--- config.mk ---
export PLATFORM = sky130hd
export DESIGN_NAME = fw_cmd_sequencer_flat
export DESIGN_NICKNAME = d
export VERILOG_FILES = /design/src/rtl/fw_cmd_sequencer_if.sv /design/src/rtl/fw_cmd_sequencer.sv /design/src/flat_wrapper.sv
export SDC_FILE = /design/constraint.sdc
export NUM_CORES = 1
export LEC_CHECK = 0
export CORE_MARGIN = 4
export CORE_UTILIZATION = 45
export CTS_CLUSTER_SIZE = 10
export DETAILED_ROUTE_END_ITERATION = 8
export PLACE_DENSITY = 0.78
export SLEW_MARGIN = 10
export SYNTH_ARGS = -nofsm -noshare
export SYNTH_HDL_FRONTEND = slang
export SYNTH_SLANG_ARGS = --single-unit
--- constraint.sdc ---
create_clock -name fw_axi_clk -period 6.05 [get_ports fw_axi_clk]
set_input_delay 1.21 -clock fw_axi_clk [delete_from_list [all_inputs] [get_ports fw_axi_clk]]
set_output_delay 1.21 -clock fw_axi_clk [all_outputs]
set_load 0.05 [all_outputs]
--- src/rtl/fw_cmd_sequencer_if.sv ---
// Bundle between a request source, the fw command-word interface and the sequencer.
// Request handshake: a transfer happens on the rising clock edge where req_valid and req_ready are both high; req_* must stay stable while req_valid waits for req_ready.
interface fw_cmd_sequencer_if;
  logic        req_valid;
  logic        req_ready;
  logic [3:0]  req_op_code;
  logic [23:0] req_body;
  logic [3:0]  req_done_mask;
  logic [31:0] fw_status;
  logic [31:0] cmd_word;
  logic        cmd_wr;
  logic        rsp_valid;
  logic        rsp_error;
  logic        rsp_timeout;
  logic [31:0] rsp_status;

  modport master (
    output req_valid, req_op_code, req_body, req_done_mask, fw_status,
    input  req_ready, cmd_word, cmd_wr, rsp_valid, rsp_error, rsp_timeout, rsp_status
  );

  modport slave (
    input  req_valid, req_op_code, req_body, req_done_mask, fw_status,
    output req_ready, cmd_word, cmd_wr, rsp_valid, rsp_error, rsp_timeout, rsp_status
  );
endinterface

--- src/rtl/fw_cmd_sequencer.sv ---
// Firmware command-word initiator: issue a command, wait for its ack (and optional
// done bits), then issue the status-clear command and report the outcome.
module fw_cmd_sequencer #(
  parameter logic [3:0] DEVICE_ID = 4'h1,
  parameter int         TIMEOUT_W = 16,
  parameter int         ACK_LAT   = 2
) (
  input  logic                 fw_axi_clk,
  input  logic                 fw_rst_n,
  fw_cmd_sequencer_if.slave    bus,
  input  logic [TIMEOUT_W-1:0] cfg_timeout,
  output logic                 busy,
  output logic [2:0]           dbg_state
);

  localparam logic [2:0] S_IDLE      = 3'd0;
  localparam logic [2:0] S_ISSUE     = 3'd1;
  localparam logic [2:0] S_HOLDOFF   = 3'd2;
  localparam logic [2:0] S_WAIT_ACK  = 3'd3;
  localparam logic [2:0] S_WAIT_DONE = 3'd4;
  localparam logic [2:0] S_CLEAR     = 3'd5;
  localparam logic [2:0] S_CLR_HOLD  = 3'd6;
  localparam logic [2:0] S_RESP      = 3'd7;

  localparam logic [3:0]  OP_NOOP    = 4'h0;
  localparam logic [3:0]  OP_CLEAR   = 4'hE;
  localparam logic [3:0]  OP_EXEC    = 4'hF;
  localparam logic [31:0] CLEAR_WORD = {DEVICE_ID, OP_CLEAR, 24'h000000};
  localparam logic [3:0]  HOLD_LAST  = 4'(ACK_LAT - 1);
  localparam logic [TIMEOUT_W-1:0] WAIT_ONE = TIMEOUT_W'(1);

  logic [2:0]           state_q, state_d;
  logic [3:0]           op_q, op_d;
  logic [3:0]           mask_q, mask_d;
  logic [3:0]           hold_cnt_q, hold_cnt_d;
  logic [TIMEOUT_W-1:0] wait_cnt_q, wait_cnt_d;
  logic [31:0]          cmd_word_q, cmd_word_d;
  logic                 err_q, err_d;
  logic                 tmo_q, tmo_d;
  logic [31:0]          status_q, status_d;
  logic                 ready_en_q, ready_en_d;

  logic [4:0] ack_idx;
  logic       is_exec;
  logic       ack_hit;
  logic       err_hit;
  logic       done_hit;
  logic       tmo_hit;

  // Ack bit position: ops 1..D map to bit op-1, W_EXECUTE to bit 13.
  always_comb begin
    ack_idx = 5'd0;
    if (op_q == OP_EXEC) begin
      ack_idx = 5'd13;
    end else if (op_q != OP_NOOP && op_q != OP_CLEAR) begin
      ack_idx = {1'b0, op_q - 4'd1};
    end
  end

  assign is_exec  = (op_q == OP_EXEC);
  assign ack_hit  = bus.fw_status[ack_idx];
  assign err_hit  = is_exec && bus.fw_status[31];
  assign done_hit = ((bus.fw_status[17:14] & mask_q) == mask_q);
  assign tmo_hit  = (cfg_timeout != '0) && (wait_cnt_q == cfg_timeout);

  always_comb begin
    state_d    = state_q;
    op_d       = op_q;
    mask_d     = mask_q;
    hold_cnt_d = hold_cnt_q;
    wait_cnt_d = wait_cnt_q;
    cmd_word_d = cmd_word_q;
    err_d      = err_q;
    tmo_d      = tmo_q;
    status_d   = status_q;
    ready_en_d = 1'b1;

    case (state_q)
      S_IDLE: begin
        if (bus.req_valid && ready_en_q) begin
          op_d       = bus.req_op_code;
          mask_d     = bus.req_done_mask;
          cmd_word_d = {DEVICE_ID, bus.req_op_code, bus.req_body};
          err_d      = 1'b0;
          tmo_d      = 1'b0;
          status_d   = 32'h0;
          state_d    = S_ISSUE;
        end
      end

      S_ISSUE: begin
        hold_cnt_d = 4'd0;
        state_d    = S_HOLDOFF;
      end

      S_HOLDOFF: begin
        if (hold_cnt_q == HOLD_LAST) begin
          if (op_q == OP_NOOP || op_q == OP_CLEAR) begin
            state_d = S_RESP;
          end else begin
            wait_cnt_d = '0;
            state_d    = S_WAIT_ACK;
          end
        end else begin
          hold_cnt_d = hold_cnt_q + 4'd1;
        end
      end

      // Priority: error, then ack, then timeout, so an ack on the timeout cycle wins.
      S_WAIT_ACK: begin
        wait_cnt_d = wait_cnt_q + WAIT_ONE;
        if (err_hit) begin
          err_d    = 1'b1;
          status_d = bus.fw_status;
          state_d  = S_CLEAR;
        end else if (ack_hit) begin
          status_d = bus.fw_status;
          if (is_exec && mask_q != 4'h0) begin
            wait_cnt_d = '0;
            state_d    = S_WAIT_DONE;
          end else begin
            state_d = S_CLEAR;
          end
        end else if (tmo_hit) begin
          tmo_d    = 1'b1;
          status_d = bus.fw_status;
          state_d  = S_CLEAR;
        end
      end

      S_WAIT_DONE: begin
        wait_cnt_d = wait_cnt_q + WAIT_ONE;
        if (bus.fw_status[31]) begin
          err_d    = 1'b1;
          status_d = bus.fw_status;
          state_d  = S_CLEAR;
        end else if (done_hit) begin
          status_d = bus.fw_status;
          state_d  = S_CLEAR;
        end else if (tmo_hit) begin
          tmo_d    = 1'b1;
          status_d = bus.fw_status;
          state_d  = S_CLEAR;
        end
      end

      S_CLEAR: begin
        hold_cnt_d = 4'd0;
        state_d    = S_CLR_HOLD;
      end

      S_CLR_HOLD: begin
        if (hold_cnt_q == HOLD_LAST) begin
          state_d = S_RESP;
        end else begin
          hold_cnt_d = hold_cnt_q + 4'd1;
        end
      end

      S_RESP: begin
        state_d = S_IDLE;
      end

      default: begin
        state_d = S_IDLE;
      end
    endcase

    // cmd_word is a register, so the clear word is loaded on the way into CLEAR.
    if (state_d == S_CLEAR && state_q != S_CLEAR) begin
      cmd_word_d = CLEAR_WORD;
    end
  end

  always_ff @(posedge fw_axi_clk or negedge fw_rst_n) begin
    if (!fw_rst_n) begin
      state_q    <= S_IDLE;
      op_q       <= 4'h0;
      mask_q     <= 4'h0;
      hold_cnt_q <= 4'd0;
      wait_cnt_q <= '0;
      cmd_word_q <= 32'h0;
      err_q      <= 1'b0;
      tmo_q      <= 1'b0;
      status_q   <= 32'h0;
      ready_en_q <= 1'b0;
    end else begin
      state_q    <= state_d;
      op_q       <= op_d;
      mask_q     <= mask_d;
      hold_cnt_q <= hold_cnt_d;
      wait_cnt_q <= wait_cnt_d;
      cmd_word_q <= cmd_word_d;
      err_q      <= err_d;
      tmo_q      <= tmo_d;
      status_q   <= status_d;
      ready_en_q <= ready_en_d;
    end
  end

  // ready_en_q keeps req_ready low until the first clock after reset release.
  assign bus.req_ready   = ready_en_q && (state_q == S_IDLE);
  assign bus.cmd_word    = cmd_word_q;
  assign bus.cmd_wr      = (state_q == S_ISSUE) || (state_q == S_CLEAR);
  assign bus.rsp_valid   = (state_q == S_RESP);
  assign bus.rsp_error   = err_q;
  assign bus.rsp_timeout = tmo_q;
  assign bus.rsp_status  = status_q;
  assign busy            = (state_q != S_IDLE);
  assign dbg_state       = state_q;

endmodule

--- src/flat_wrapper.sv ---
// flat-port wrapper written by rule: the top's interface ports become plain ports
module fw_cmd_sequencer_flat 
#(
  parameter logic [3:0] DEVICE_ID = 4'h1,
  parameter int         TIMEOUT_W = 16,
  parameter int         ACK_LAT   = 2
)
  (fw_axi_clk, fw_rst_n, cfg_timeout, busy, dbg_state, bus_req_valid, bus_req_op_code, bus_req_body, bus_req_done_mask, bus_fw_status, bus_req_ready, bus_cmd_word, bus_cmd_wr, bus_rsp_valid, bus_rsp_error, bus_rsp_timeout, bus_rsp_status);
  fw_cmd_sequencer_if bus_i ();
  input  logic fw_axi_clk;
  input  logic fw_rst_n;
  input  logic [TIMEOUT_W-1:0] cfg_timeout;
  output logic busy;
  output logic [2:0] dbg_state;
  input wire logic [$bits(bus_i.req_valid)-1:0] bus_req_valid;
  input wire logic [$bits(bus_i.req_op_code)-1:0] bus_req_op_code;
  input wire logic [$bits(bus_i.req_body)-1:0] bus_req_body;
  input wire logic [$bits(bus_i.req_done_mask)-1:0] bus_req_done_mask;
  input wire logic [$bits(bus_i.fw_status)-1:0] bus_fw_status;
  output wire logic [$bits(bus_i.req_ready)-1:0] bus_req_ready;
  output wire logic [$bits(bus_i.cmd_word)-1:0] bus_cmd_word;
  output wire logic [$bits(bus_i.cmd_wr)-1:0] bus_cmd_wr;
  output wire logic [$bits(bus_i.rsp_valid)-1:0] bus_rsp_valid;
  output wire logic [$bits(bus_i.rsp_error)-1:0] bus_rsp_error;
  output wire logic [$bits(bus_i.rsp_timeout)-1:0] bus_rsp_timeout;
  output wire logic [$bits(bus_i.rsp_status)-1:0] bus_rsp_status;
  assign bus_i.req_valid = bus_req_valid;
  assign bus_i.req_op_code = bus_req_op_code;
  assign bus_i.req_body = bus_req_body;
  assign bus_i.req_done_mask = bus_req_done_mask;
  assign bus_i.fw_status = bus_fw_status;
  assign bus_req_ready = bus_i.req_ready;
  assign bus_cmd_word = bus_i.cmd_word;
  assign bus_cmd_wr = bus_i.cmd_wr;
  assign bus_rsp_valid = bus_i.rsp_valid;
  assign bus_rsp_error = bus_i.rsp_error;
  assign bus_rsp_timeout = bus_i.rsp_timeout;
  assign bus_rsp_status = bus_i.rsp_status;
  fw_cmd_sequencer #(.DEVICE_ID(DEVICE_ID), .TIMEOUT_W(TIMEOUT_W), .ACK_LAT(ACK_LAT)) u_core (.fw_axi_clk(fw_axi_clk), .fw_rst_n(fw_rst_n), .bus(bus_i), .cfg_timeout(cfg_timeout), .busy(busy), .dbg_state(dbg_state));
endmodule
; ---- Yosys cells after proc, flatten, opt, wreduce, memory -nomap -nowiden
; Cells that the tools add are included.
; W data, S select, Z words.
[totals]
regBits = 98
input_bits = 83
output_inout_bits = 73
[op_classes]
n_addsub = 3
n_lt_le_gt_ge = 1
eq_ne = 27
muxes = 44
bitwise = 1
n_reduce_logical = 29
[ops]
columns = op, n
row1 = $mux W32, 10
row2 = $pmux W32 S3, 1
row3 = $mux W16, 5
row4 = $pmux W16 S3, 1
row5 = $mux W3, 9
row6 = $pmux W3 S8, 1
row7 = $add A16 B1 Y16 const B, 1
row8 = $eq A16 B16 Y1, 1
row9 = $reduce_bool A16 Y1, 1
row10 = $eq A3 B3 Y1 const B, 5
row11 = $ne A2 B2 Y1 const B, 7
row12 = $mux W4, 3
row13 = $mux W1, 10
row14 = $reduce_bool A3 Y1, 3
row15 = $eq A4 B4 Y1 const B, 2
row16 = $pmux W4 S2, 1
row17 = $reduce_and A4 Y1, 2
row18 = $reduce_bool A4 Y1, 2
row19 = $logic_and A1 B1 Y1, 7
row20 = $eq A3 B2 Y1 const B, 2
row21 = $lt A4 B6 Y1 const B, 1
row22 = $ne A2 B1 Y1 const B, 3
row23 = $pmux W1 S3, 2
row24 = $reduce_and A2 Y1, 3
row25 = 18 further kinds, 22

; ---- Depth between registers and ports, before layout
; Gate-level depths: netlist of run 1.
[depth]
word_depth = 13
mapped_depth = 12

; ---- Worst setup path after synthesis of run 1
; No wires, ideal clock.
[synth_path]
kind = input -> register
from = in cfg_timeout[13]
to = reg u_core.cmd_word_q[24], in the netlist u_core.bus.cmd_word[24]
setup_time_ps = 119
t_arrival_ps = 3114
required_time_ps = 5931
setup_slack_ps = 2817
cell_stages = 10
path_buffers = 2
cell_sequence = xnor2_1 > nand2_1 > or3b_2 > nor4bb_1 > a211oi_1 > nor4_1 > o21ba_2 > buf_6 > buf_12 > a21oi_2
[synth_between]
elab_chain_len = 10
[synth_lines]
columns = element, line_no
row1 = from (decl), flat_wrapper.sv:12  ; input logic [TIMEOUT_W-1:0] cfg_timeout;
row2 = $eq A16 B16 Y1 / $reduce_bool A16 Y1 (equally long branches), fw_cmd_sequencer.sv:64  ; assign tmo_hit = (cfg_timeout != '0) && (wait_cnt_q == cfg_timeout);
row3 = $logic_and A1 B1 Y1 *, fw_cmd_sequencer.sv:64
row4 = $mux W3 *, "fw_cmd_sequencer.sv:124, fw_cmd_sequencer.sv:140"
row5 = $mux W3 (on tied branches), "fw_cmd_sequencer.sv:137, fw_cmd_sequencer.sv:116"
row6 = $mux W3 (on tied branches), "fw_cmd_sequencer.sv:133, fw_cmd_sequencer.sv:112"
row7 = $pmux W3 S8 *, fw_cmd_sequencer.sv:78  ; case (state_q)
row8 = $eq A3 B3 Y1 *, fw_cmd_sequencer.sv:170  ; if (state_d == S_CLEAR && state_q != S_CLEAR) begin
row9 = $logic_and A1 B1 Y1 *, fw_cmd_sequencer.sv:170
row10 = $reduce_bool A2 Y1 (no source line), -
row11 = $reduce_and A2 Y1 (no source line), -
row12 = to (signal assigned), fw_cmd_sequencer.sv:193  ; cmd_word_q <= cmd_word_d;
row13 = to (decl), fw_cmd_sequencer.sv:37  ; logic [31:0] cmd_word_q, cmd_word_d;
; Every way passes the cells marked *; elsewhere a longest branch is shown, timed or not.
; A chain may end at the register's enable or synchronous reset.

; ---- Worst setup path in the final report of run 1
[layout_path]
from = in cfg_timeout[13]
to = reg u_core.status_q[26], in the netlist u_core.bus.rsp_status[26]
[layout_between]
elab_chain_len = 4
[layout_lines]
columns = element, line_no
row1 = $eq A16 B16 Y1 / $reduce_bool A16 Y1 (equally long branches), fw_cmd_sequencer.sv:64
row2 = $logic_and A1 B1 Y1 *, fw_cmd_sequencer.sv:64
row3 = $ne A4 B1 Y1 (no source line) / $ne A4 B2 Y1 (equally long branches), -
row4 = $reduce_and A4 Y1 (no source line) *, -
row5 = to (signal assigned), fw_cmd_sequencer.sv:196  ; status_q <= status_d;
row6 = to (decl), fw_cmd_sequencer.sv:40  ; logic [31:0] status_q, status_d;
; Marked as above.

==> metrics.txt, run 1 <==
H-tree Lvls 3; Std-Cell Rows 37; status complete, no violations; die area 12,400 um^2; post-layout min period 4.44 ns; final hold vios 0; Overflow after GRT 0; Crit-path slowest cell or2_1; Critical Path Max Stage Delay 0.92 ns; worst-margin pin slew 1.14 ns; core area 10,400 um^2; Worst EP arrival 4.73 ns; vias in the first global route 4,174; final layout net count 706; Peak Freq 225 MHz; post-synthesis async set-or-reset flop share 100%; setup violators final 0; Worst Skew 0.00780 ns; PortBufs 152; post-DP HPWL 9340 um; Routed Antenna Nets 0; CP endpoint kind flop; Tightest Hold Check Type flop to flop; Util after Layout 63.2%; Max-Cap Viols 0; clk sinks 95; crit-path cells clkdlybuf4s50_1 -> xnor2_1 -> nand2_1 -> or3b_2 -> nor4bb_1 -> a211oi_1 -> nor4_1 -> or2_1 -> a22o_1; DRT Pass-1 Iters 4; CTS Hold Buffers Added 0; die height 111 um; worst hold slack 0.493 ns; worst vdd ir 0.000339 V; initial antenna violation count 0; most used flip-flop cell after synthesis dfrtp_1; Gates resized, CTS repair 0; Max Fanout on Critical Path 32; total number of vias 4,159; final slew viol count 0; dpl cells 741; fin crit share 73.5%; Initial Util 46.4%; critical path type input pin to flop; Post-synth EDFFs 0; CTS tree done; Leakage 2.81 nW; largest net degree at the start of global routing 86; Vias/cell 5.49; GR Util All Layers 20.3%; worst skew pair latency 0.35 ns; fraction of layout cells with a size suffix above 1 9.82%; Netlist Area Pre-Place 4810 um^2; final setup TNS 0 ns; Yosys reg bits 95; Routed wire per std cell 16.7 um; required time worst endpoint 6.34 ns; Final Wtd Congestion 0.877; Antenna Cells 0; I/O Pins 156; 1st-iter DRT viols 217; Post-Route WL 12,700 um; clock transition at the registers of the reported paths 0.08 ns; Max clock buf depth 2; slew margin rel. 24.0%; Root Buffer Master clkbuf_8; Post-CTS Setup Bufs 0; Finished Layout Cells 757; post-synthesis sequential area ratio 49.4%; first-pass GRT wire length 20,800 um; PD cells 582 nW/um^2; CTS buffer count 9; RSZ-0062 raised after global routing false; Netlist cell types 57; number of remaining DRC errors 0; Yosys warning count 0; Area Overhead vs Synth 36.2%; critical path startpoint category input pin; Die X 111 um; cell count after synthesis 472; Avg Inst Size Synth 10.2 um^2
[where the power goes]
group | total, mW | switching (mW) | internal, mW
Combinational | 2.33 | 1.47 | 0.864
Sequential | 1.10 | 0.210 | 0.891
Clock | 0.377 | 0.208 | 0.170
Total | 3.81 | 1.89 | 1.93
[cell families (layout without fill, tap and decap cells)]
| kind of cell | after synthesis | count (layout) | synth area share, % |
|---|---|---|---|
| AOI/OAI and AO/OA | 135 | 135 | 20.7 |
| muxes | 8 | 8 | 1.67 |
| and+or+nand+nor | 169 | 169 | 17.9 |
| other | 2 | 4 | 0.156 |
| xor gates and xnor gates | 22 | 22 | 4.01 |
| buffers and inverters | 34 | 181 | 4.32 |
| adders and majority gates | 7 | 7 | 1.82 |
| DFF | 95 | 95 | 49.4 |
[placed cells by master (no fill, tap or decap), drive strengths merged, types with 4 or more instances in the layout]
cell type,synthesis,routed
xor2,7,7
conb,2,4
a22o,33,33
clkinv,0,4
mux2i,8,8
a21o,6,6
o21ai,23,23
and3,11,11
or2,6,6
xnor2,15,15
dfrtp,95,95
nor2b,5,5
ha,7,7
a21oi,39,39
inv,9,9
nor2,9,9
buf,12,5
a31oi,7,7
a22oi,4,4
clkbuf,13,12
nand2,83,83
clkdlybuf4s50,0,151
a211oi,4,4
nand3,11,11
nor3b,7,7
nand3b,4,4
nand4,8,8
nor4,7,7
nor3,7,7
[area by class of cell]
class	instances	area [um^2]
Fill cell	854	3820
Clock inverter	4	20.0
Inverter	9	33.8
Sequential cell	95	2380
Timing Repair Buffer	156	1550
Clock buffer	12	155
Tap cell	136	170
Multi-Input combinational cell	345	2240
[per-layer routing]
layer  vias to the layer above  track usage (%)  wire [um]
li1                       1975                -          -
met1                      2037             28.0       5730
met2                       141             32.0       5930
met3                         6             5.82        902
met4                         0             4.62         96
met5                         -                0          0
[per-stage QoR]
stage	worst slack [ns]	power, mW	area (um^2)
floorplan	2.82	2.78	4820
detailed placement	1.28	3.45	6370
global route	1.37	4.05	6550
CTS	1.65	3.84	6550
global placement	1.45	3.38	6370
finish	1.61	3.81	6550
[worst max-delay path: cells and delay by family]
family / cells / cell delay, ns
buffers and inverters: 1 / 0.44
AO/OA/AOI/OAI: 2 / 0.41
AND/OR/NAND/NOR: 5 / 2.40
XOR/XNOR: 1 / 0.25
[path summary, 6_finish.rpt]
path / from / cells past startpoint / endpoint / slack [ns]
max: cfg_timeout[13] / 9 / u_core.bus.rsp_status[26] / 1.61
min: u_core.bus.rsp_error / 2 / u_core.bus.rsp_error / 0.49
max reg2reg: u_core.op_q[0] / 10 / u_core.bus.rsp_status[26] / 2.26
min reg2reg: u_core.bus.rsp_error / 2 / u_core.bus.rsp_error / 0.49
max in group asynchronous: fw_rst_n / 2 / u_core.bus.cmd_word[6] / 4.10
min in group asynchronous: fw_rst_n / 1 / u_core.bus.rsp_status[22] / 0.68
[sequential cells by signal, summed over array words and instances (netlist names), 3 cells and up]
| register | flops |
|---|---|
| u_core.bus.cmd_word | 29 |
| u_core.bus.rsp_status | 32 |
| u_core.dbg_state | 3 |
| u_core.hold_cnt_q | 4 |
| u_core.mask_q | 4 |
| u_core.op_q | 4 |
| u_core.wait_cnt_q | 16 |
[cells in the mapped netlist, types with 3 or more instances]
master / n / area share [%]
nor4_1: 7 / 0.91
o22ai_1: 3 / 0.39
and2_1: 3 / 0.39
a31oi_1: 7 / 0.91
a21oi_2: 20 / 3.6
nor3_1: 4 / 0.42
nor2_1: 9 / 0.70
a21oi_1: 19 / 2.0
mux2i_1: 8 / 1.7
nand3_1: 10 / 1.0
xnor2_1: 15 / 2.7
buf_4: 4 / 0.62
a22o_1: 33 / 6.0
o21bai_1: 3 / 0.47
and3_1: 11 / 1.4
nand4_1: 8 / 1.0
ha_1: 7 / 1.8
or2_2: 5 / 0.65
nor2b_1: 5 / 0.65
buf_6: 4 / 0.94
a211oi_1: 4 / 0.62
o21ba_2: 3 / 0.62
inv_1: 9 / 0.70
nor3b_1: 6 / 0.94
clkbuf_1: 13 / 1.0
dfrtp_1: 95 / 49
xor2_1: 7 / 1.3
nand3b_1: 4 / 0.62
nand2_1: 83 / 6.5
o21ai_0: 22 / 2.3
a21o_1: 6 / 0.94
Power figures use the tool's default switching activity.
==> run 2, diff against run 1 <==
--- a/config.mk
+++ b/config.mk
@@ -6,10 +6,10 @@
 export NUM_CORES = 1
 export LEC_CHECK = 0
 export CORE_MARGIN = 4
-export CORE_UTILIZATION = 45
+export CORE_UTILIZATION = 42
 export CTS_CLUSTER_SIZE = 10
 export DETAILED_ROUTE_END_ITERATION = 8
-export PLACE_DENSITY = 0.78
+export PLACE_DENSITY = 0.77
 export SLEW_MARGIN = 10
 export SYNTH_ARGS = -nofsm -noshare
 export SYNTH_HDL_FRONTEND = slang
==> constraint.sdc (replaced) <==
create_clock -name fw_axi_clk -period 4 [get_ports fw_axi_clk]
set_input_delay 0.8 -clock fw_axi_clk [delete_from_list [all_inputs] [get_ports fw_axi_clk]]
set_output_delay 0.8 -clock fw_axi_clk [all_outputs]
set_load 0.05 [all_outputs]
==> run 2 against run 1 <==
Effect of this change: core utilization is 2.1 points lower; die area is 6.6% higher; non-clock buffer count is 3 higher; critical path depth is 1 higher; clock skew hardly changed; total power is 62% higher; register-to-register slack worse by 1.6 ns; hold slack worse by 0.013 ns; final cell count is 0.92% higher; global-route usage is 0.62 points lower; critical path type unchanged; highest routed layer unchanged.
==> metrics.txt, run 2 (same netlist as run 1, synthesis figures left out) <==
status complete, no violations; Max clock buf depth 2; DRT Pass-1 Iters 4; Tightest Hold Check Type flop to flop; CP Capture Point u_core.bus.rsp_status[24]; fill cell count 910; worst skew pair latency 0.33 ns; PD cells 915 nW/um^2; Final Wtd Congestion 0.863; initial antenna violation count 0; critical path type input pin to flop; Gates resized, CTS repair 0; required time worst endpoint 4.26 ns; fin crit share 88.3%; clk sinks 95; Peak Freq 283 MHz; slew margin rel. 21.8%; multi-input logic area 2240 um^2; CTS buffer count 9; FF/Latch Area 2380 um^2; worst hold slack 0.480 ns; max reg flops 32; Root Buffer Master clkbuf_16; largest net degree at the start of global routing 66; Area Overhead vs Synth 40.2%; H-tree Lvls 3; CTS tree done; post-layout min period 3.53 ns; RSZ-0062 raised after global routing false; total number of vias 4,165; Post-Route WL 13,100 um; Overflow after GRT 0; number of remaining DRC errors 0; final setup TNS 0 ns; 1st-iter DRT viols 364; critical path startpoint category input pin; final slew viol count 0; PortBufs 152; Leakage 2.90 nW; Worst EP arrival 3.79 ns; Post-CTS Setup Bufs 0; I/O Pins 156; die area 13,200 um^2; critical path startpoint cfg_timeout[12]; commonest non-fill, non-tap cell in the layout clkdlybuf4s50_1; total power 6.16 mW; Std-Cell Rows 38; die height 115 um; worst vdd ir 0.000486 V; Routed Antenna Nets 0; worst-margin pin slew 1.17 ns; Vias/cell 5.45; vias in the first global route 4,243; Initial Util 43.6%; worst reg2reg path depth 11; first-pass GRT wire length 21,100 um; Max Fanout on Critical Path 32; clock transition at the registers of the reported paths 0.06 ns; R2R Setup Slk 0.63 ns; r2r startpoint u_core.op_q[0]; Worst Skew 0.00823 ns; Max-Cap Viols 0; fraction of layout cells with a size suffix above 1 10.3%; final layout net count 709; core area 11,000 um^2; Routed wire per std cell 17.2 um; post-DP HPWL 9730 um; CP endpoint kind flop; setup violators final 0; GR Util All Layers 19.7%; reg2reg end u_core.bus.cmd_word[28]; Antenna Cells 0; most frequent cells in the layout clkdlybuf4s50_1, dfrtp_1, nand2_1; CTS Hold Buffers Added 0; Die X 115 um; final hold vios 0
-- run 2: cell count changes in the layout (fill, tap and decap cells not counted), moves of 2 or more --
cell       before  now
buf_4           5    7
clkbuf_16       0    9
clkbuf_8       11    5
clkinv_2        4    1
-- run 2: power breakdown --
group	switching [mW]	leakage [nW]	internal, mW
logic	2.23	1.51	1.33
clock network	0.356	0.165	0.570
registers	0.325	1.23	1.35
-- run 2: worst min path at each step --
stage                                    from                         to  slack (ns)  cells past startpoint
floorplan                u_core.hold_cnt_q[3]       u_core.hold_cnt_q[3]        0.45                      1
global placement         u_core.bus.rsp_error       u_core.bus.rsp_error        0.45                      2
detailed placement       u_core.bus.rsp_error       u_core.bus.rsp_error        0.46                      2
CTS                      u_core.bus.rsp_error       u_core.bus.rsp_error        0.48                      2
global route        u_core.bus.rsp_status[13]  u_core.bus.rsp_status[13]        0.51                      1
finish                   u_core.bus.rsp_error       u_core.bus.rsp_error        0.48                      2
-- run 2: metrics by stage --
| stage | instances | setup WS, ns | instance area [um^2] | utilization [%] |
|---|---|---|---|---|
| floorplan | 474 | 1.12 | 4820 | - |
| CTS | 764 | 0.543 | 6740 | 61.1 |
| detailed placement | 748 | 0.221 | 6410 | 58.1 |
| finish | 764 | 0.469 | 6740 | 61.1 |
| global placement | 748 | 0.321 | 6410 | 58.1 |
| global route | 764 | 0.363 | 6740 | 61.1 |
-- run 2: area by class of cell --
class	count	area share [%]
clock inverters	2	0.520
inverters	9	0.501
well taps	140	2.60
multi-input cells	345	33.2
flip-flops and latches	95	35.3
clock buffers	14	4.36
repair buffers	159	23.5
-- run 2: metal layers --
layer / GRT usage, % / vias to the layer above / share of wire, %
li1: - / 1979 / -
met1: 26.3 / 2037 / 45
met2: 32.6 / 141 / 47
met3: 4.68 / 8 / 6.8
met4: 4.54 / 0 / 0.65
met5: 0 / - / 0
-- run 2: critical path, stage by stage --
cell and delay, ns:
clkdlybuf4s50_1 0.44, xnor2_1 0.26, nand4_1 0.14, nor4b_1 0.40
nor4bb_1 0.59, a211oi_1 0.13, nor4_1 0.35, or2_1 0.16
buf_4 0.31, a22o_1 0.21
==> patch 1 (settings of run 2) <==
`TIMEOUT_W` is set to 16 in 2 places; all go to 12.
--- a/src/rtl/fw_cmd_sequencer.sv
+++ b/src/rtl/fw_cmd_sequencer.sv
@@ -3,5 +3,5 @@
 module fw_cmd_sequencer #(
   parameter logic [3:0] DEVICE_ID = 4'h1,
-  parameter int         TIMEOUT_W = 16,
+  parameter int         TIMEOUT_W = 12,
   parameter int         ACK_LAT   = 2
 ) (
--- a/src/flat_wrapper.sv
+++ b/src/flat_wrapper.sv
@@ -3,5 +3,5 @@
 #(
   parameter logic [3:0] DEVICE_ID = 4'h1,
-  parameter int         TIMEOUT_W = 16,
+  parameter int         TIMEOUT_W = 12,
   parameter int         ACK_LAT   = 2
 )
Ports: changed (resized cfg_timeout); port bits go from 156 to 152. No check against the original RTL was run, so the function may have changed too.
==> patch 1 against run 2 <==
  * Worst setup slack worse by 0.030 ns
  * Clock power is 27% lower
  * Critical endpoint is now u_core.wait_cnt_q[11]
  * Synthesized cell count is 2.5% lower
  * Sequential power is 9.5% lower
  * Critical path type is now reg2reg
  * Total power is 14% lower
  * Final area is 5.6% lower
  * Wire length is 4.8% lower
  * Worst hold slack better by 0.015 ns
  * Area after synthesis is 5.3% lower
  * Largest power group unchanged
  * Sequential cell count is 4 lower
==> patch 1: results <==
<?xml version="1.0" encoding="UTF-8"?>
<metrics>
  <group name="status">
    <metric name="run_status" unit="">complete, no violations</metric>
  </group>
  <group name="power">
    <metric name="switching_power" unit="W">0.00257</metric>
    <metric name="worst_ir_drop_vdd" unit="mV">0.413</metric>
    <metric name="power.clock.fraction" unit="%">12.8</metric>
    <metric name="power.density" unit="mW/mm2">833</metric>
    <metric name="sequentialPowerShare" unit="%">28.6</metric>
    <metric name="leakage" unit="nW">2.68</metric>
  </group>
  <group name="setup_path">
    <metric name="crit_start" unit="">u_core.op_q[0]</metric>
    <metric name="rr_endpoint" unit="">u_core.wait_cnt_q[11]</metric>
    <metric name="worst-r2r-setup-slack" unit="ns">0.44</metric>
  </group>
  <group name="finish">
    <metric name="layout_nets" unit="">684</metric>
    <metric name="n_fill_cell" unit="">930</metric>
  </group>
  <group name="placed_design">
    <metric name="portBuffers" unit="">148</metric>
  </group>
  <group name="cts">
    <metric name="worst_setup_hold_path_clk_slew" unit="ns">0.10</metric>
    <metric name="clock_tree.root_cell" unit="">clkbuf_8</metric>
  </group>
  <group name="global_routing">
    <metric name="vias_in_the_first_global_route" unit="">4178</metric>
    <metric name="met3_usage" unit="%">6.20</metric>
    <metric name="groute.layer.met2.usage" unit="%">31.7</metric>
    <metric name="grt.met1_usage" unit="%">26.2</metric>
    <metric name="grt_first_pass_wirelength" unit="um">20700</metric>
  </group>
  <group name="yosys">
    <metric name="yosysSeqAreaShare" unit="%">50.0</metric>
    <metric name="synth.distinct_cells" unit="">56</metric>
    <metric name="yosys.area_share.xor_xnor" unit="%">2.50</metric>
    <metric name="synth.mux.area_fraction" unit="%">0.220</metric>
  </group>
  <group name="timing">
    <metric name="worstMarginPinSlew" unit="ns">1.02</metric>
    <metric name="skew_final" unit="ns">0.0152</metric>
  </group>
  <group name="drt">
    <metric name="totalWireLength" unit="um">12500</metric>
  </group>
  <group name="min_path">
    <metric name="timing.hold.worst_endpoint" unit="">u_core.bus.cmd_word[28]</metric>
  </group>
</metrics>
[patch 1: cell count changes after synthesis, moves of 5 or more]
cell	before	now
and2_1	3	8
o21ai_0	22	11
a211o_1	0	6
nor3b_1	6	1
nand2_1	83	78
mux2i_1	8	1
o31ai_1	0	5
a31oi_1	7	1
inv_1	9	15
or2_2	5	0
xor2_1	7	1
buf_2	2	8
[patch 1: per-layer routing]
metal	wire, um	vias up	part of all wire (%)
met2	5820	142	47
met3	971	19	7.8
met5	0	-	0
met1	5450	1961	44
li1	-	1925	-
met4	244	0	2.0
[patch 1: logic make-up (layout without fill, tap and decap cells)]
group | count (synthesis) | after routing
xor gates and xnor gates | 13 | 13
adders and majority gates | 6 | 6
buffers and inverters | 47 | 189
and+or+nand+nor | 172 | 172
other | 2 | 4
DFF | 91 | 91
muxes | 1 | 1
AOI/OAI and AO/OA | 128 | 128
[patch 1: worst max-delay path, stage by stage, from the launching register on]
cell,delay [ns]
dfrtp_1,0.47
inv_1,0.14
ha_1,0.30
o211a_1,0.36
or3_1,0.49
a211o_1,0.32
nand4_1,0.16
a21boi_1,0.10
o21ai_1,0.79
and3_1,0.28
a221o_1,0.10
[patch 1: through the flow]
step / area (um2) / hold WS (ns) / worst slack (ns) / cells
detailed placement: 6130 / 0.483 / 0.191 / 724
finish: 6360 / 0.495 / 0.439 / 740
floorplan: 4560 / 0.468 / 1.07 / 462
global route: 6360 / 0.522 / 0.113 / 740
global placement: 6130 / 0.457 / 0.288 / 724
CTS: 6350 / 0.505 / 0.241 / 740
[patch 1: final cells by class]
class                           instances  share of cell area, %
Multi-Input combinational cell        324                   32.7
Timing Repair Buffer                  158                   24.4
Tap cell                              136                   2.68
Sequential cell                        91                   35.8
Inverter                               15                  0.885
Clock buffer                           13                   2.81
Clock inverter                          3                  0.689
==> patch 2 (config.mk and constraints of run 2) <==
Without the edit above. Reset style: synchronous (`fw_rst_n`), changed in one clocked block.
--- a/src/rtl/fw_cmd_sequencer.sv
+++ b/src/rtl/fw_cmd_sequencer.sv
@@ -173,5 +173,5 @@
   end
 
-  always_ff @(posedge fw_axi_clk or negedge fw_rst_n) begin
+  always_ff @(posedge fw_axi_clk) begin
     if (!fw_rst_n) begin
       state_q    <= S_IDLE;
Check against the original RTL: differs if fw_rst_n is asserted again (counterexample within 4 cycles, from zero or initial values and one cycle with fw_rst_n low); with fw_rst_n held inactive, the same outputs for 10 cycles.
==> patch 2 against run 2 <==
  * Global-route usage increased by 0.74 points
  * Final area decreased by 5.7%
  * Core utilization decreased by 0.62 points
  * Wire length increased by 2.2%
  * Via count increased by 8.0%
  * Sequential cell count unchanged
  * Area after synthesis decreased by 4.5%
  * Worst setup slack improved by 0.18 ns
  * Largest cell class is now multi-input gates
  * Final cell count increased by 6.8%
Power is not compared: it rests on default switching activity, and its combinational part moved more than twofold at a synthesized area within 25%.
==> patch 2: results <==
<?xml version="1.0" encoding="UTF-8"?>
<metrics>
  <group name="timing">
    <metric name="skew_final" unit="ns">0.00851</metric>
    <metric name="worstMarginPinSlew" unit="ns">0.978</metric>
  </group>
  <group name="placed_design">
    <metric name="gp_routability_congestion" unit="">0.887</metric>
    <metric name="preCtsSetupSlack" unit="ns">0.167</metric>
    <metric name="detailed_place.area" unit="mm2">0.00618</metric>
    <metric name="numPlacedInstances" unit="">801</metric>
    <metric name="dp_hpwl" unit="um">9690</metric>
  </group>
  <group name="drt">
    <metric name="first_iter_violations" unit="">283</metric>
    <metric name="drtPass1Iterations" unit="">5</metric>
    <metric name="vias" unit="">4498</metric>
    <metric name="totalWireLength" unit="um">13400</metric>
  </group>
  <group name="yosys">
    <metric name="synth.distinct_cells" unit="">56</metric>
    <metric name="yosys-top-cells-count" unit="">95 x dfxtp_1, 75 x nor2_1, 49 x a21oi_1</metric>
    <metric name="yosysSeqAreaShare" unit="%">41.4</metric>
    <metric name="ys_top_cells_by_area" unit="">dfxtp_1 41%, a22o_1 6.5%, nor2_1 6.1%</metric>
    <metric name="synthCells" unit="">538</metric>
  </group>
  <group name="status">
    <metric name="run_status" unit="">complete, no violations</metric>
  </group>
  <group name="cts">
    <metric name="worst_setup_hold_path_clk_slew" unit="ns">0.09</metric>
    <metric name="latest_clock_arrival_within_the_worst_skew_pair" unit="ns">0.35</metric>
    <metric name="cts_max_level" unit="">3</metric>
    <metric name="clock_tree.root_cell" unit="">clkbuf_8</metric>
  </group>
  <group name="finish">
    <metric name="n_fill_cell" unit="">939</metric>
    <metric name="layout-drive-gt1-share" unit="%">5.59</metric>
    <metric name="register_area" unit="mm2">0.00190</metric>
    <metric name="layout_nets" unit="">766</metric>
  </group>
  <group name="setup_path">
    <metric name="standard_cell_with_the_maximum_stage_delay_on_the_critical_path" unit="">o31ai_4</metric>
    <metric name="critical_path_arrival" unit="ns">3.58</metric>
    <metric name="crit_family" unit="">compound AO/OA/AOI/OAI gates</metric>
    <metric name="worst-path-max-fanout" unit="">10</metric>
    <metric name="worst_path_largest_cell_delay" unit="ns">0.48</metric>
  </group>
  <group name="global_routing">
    <metric name="vias_in_the_first_global_route" unit="">4338</metric>
    <metric name="grt_util_all_layers" unit="%">20.4</metric>
    <metric name="antenna_found_initial" unit="">0</metric>
    <metric name="grt_first_pass_wirelength" unit="um">21700</metric>
  </group>
</metrics>
-- patch 2: changes by cell type in the layout (fill, tap and decap cells not counted), moves of 10 or more --
cell and delta:
o21ai_0 -13, a21oi_2 -18, or3_1 +28, nand2_1 -45, a21oi_1 +30, nand3_1 +10
dfxtp_1 +95, dfrtp_1 -95, nor2_1 +66
-- patch 2: logic make-up after synthesis --
family / after synthesis / share of synthesized area, %
other: 1 / 0.0816
buffers and inverters: 44 / 4.44
adders and majority gates: 7 / 1.91
AOI/OAI and AO/OA: 139 / 21.8
DFF: 95 / 41.4
muxes: 7 / 1.66
xor gates and xnor gates: 23 / 4.39
and+or+nand+nor: 222 / 24.3
-- patch 2: path summary, 6_finish.rpt --
path | endpoint | depth (start not counted) | slack [ns] | from
worst max-delay path | u_core.wait_cnt_q[15] | 11 | 0.65 | u_core.op_q[0]
worst min-delay path | u_core.mask_q[1] | 2 | 0.48 | u_core.mask_q[1]
worst max register to register | u_core.wait_cnt_q[15] | 11 | 0.65 | u_core.op_q[0]
worst min register to register | u_core.mask_q[1] | 2 | 0.48 | u_core.mask_q[1]
-- patch 2: where the power goes --
group	switching, W	internal [W]
Sequential	0.0000278	0.000979
Combinational	0.000288	0.000204
Clock	0.000331	0.000240
-- patch 2: cell type report --
class	instances	share of cell area, %
multi-input cells	401	39.3
flip-flops and latches	95	29.9
repair buffers	159	24.8
well taps	136	2.68
clock buffers	10	2.17
inverters	10	0.591
clock inverters	5	0.551
-- patch 2: per-layer routing --
metal	GRT usage (%)	vias to the layer above	share of wire [%]
met5	0	-	0
met2	34.4	146	50
li1	-	2211	-
met4	7.61	0	2.6
met3	3.61	24	4.5
met1	26.0	2117	43
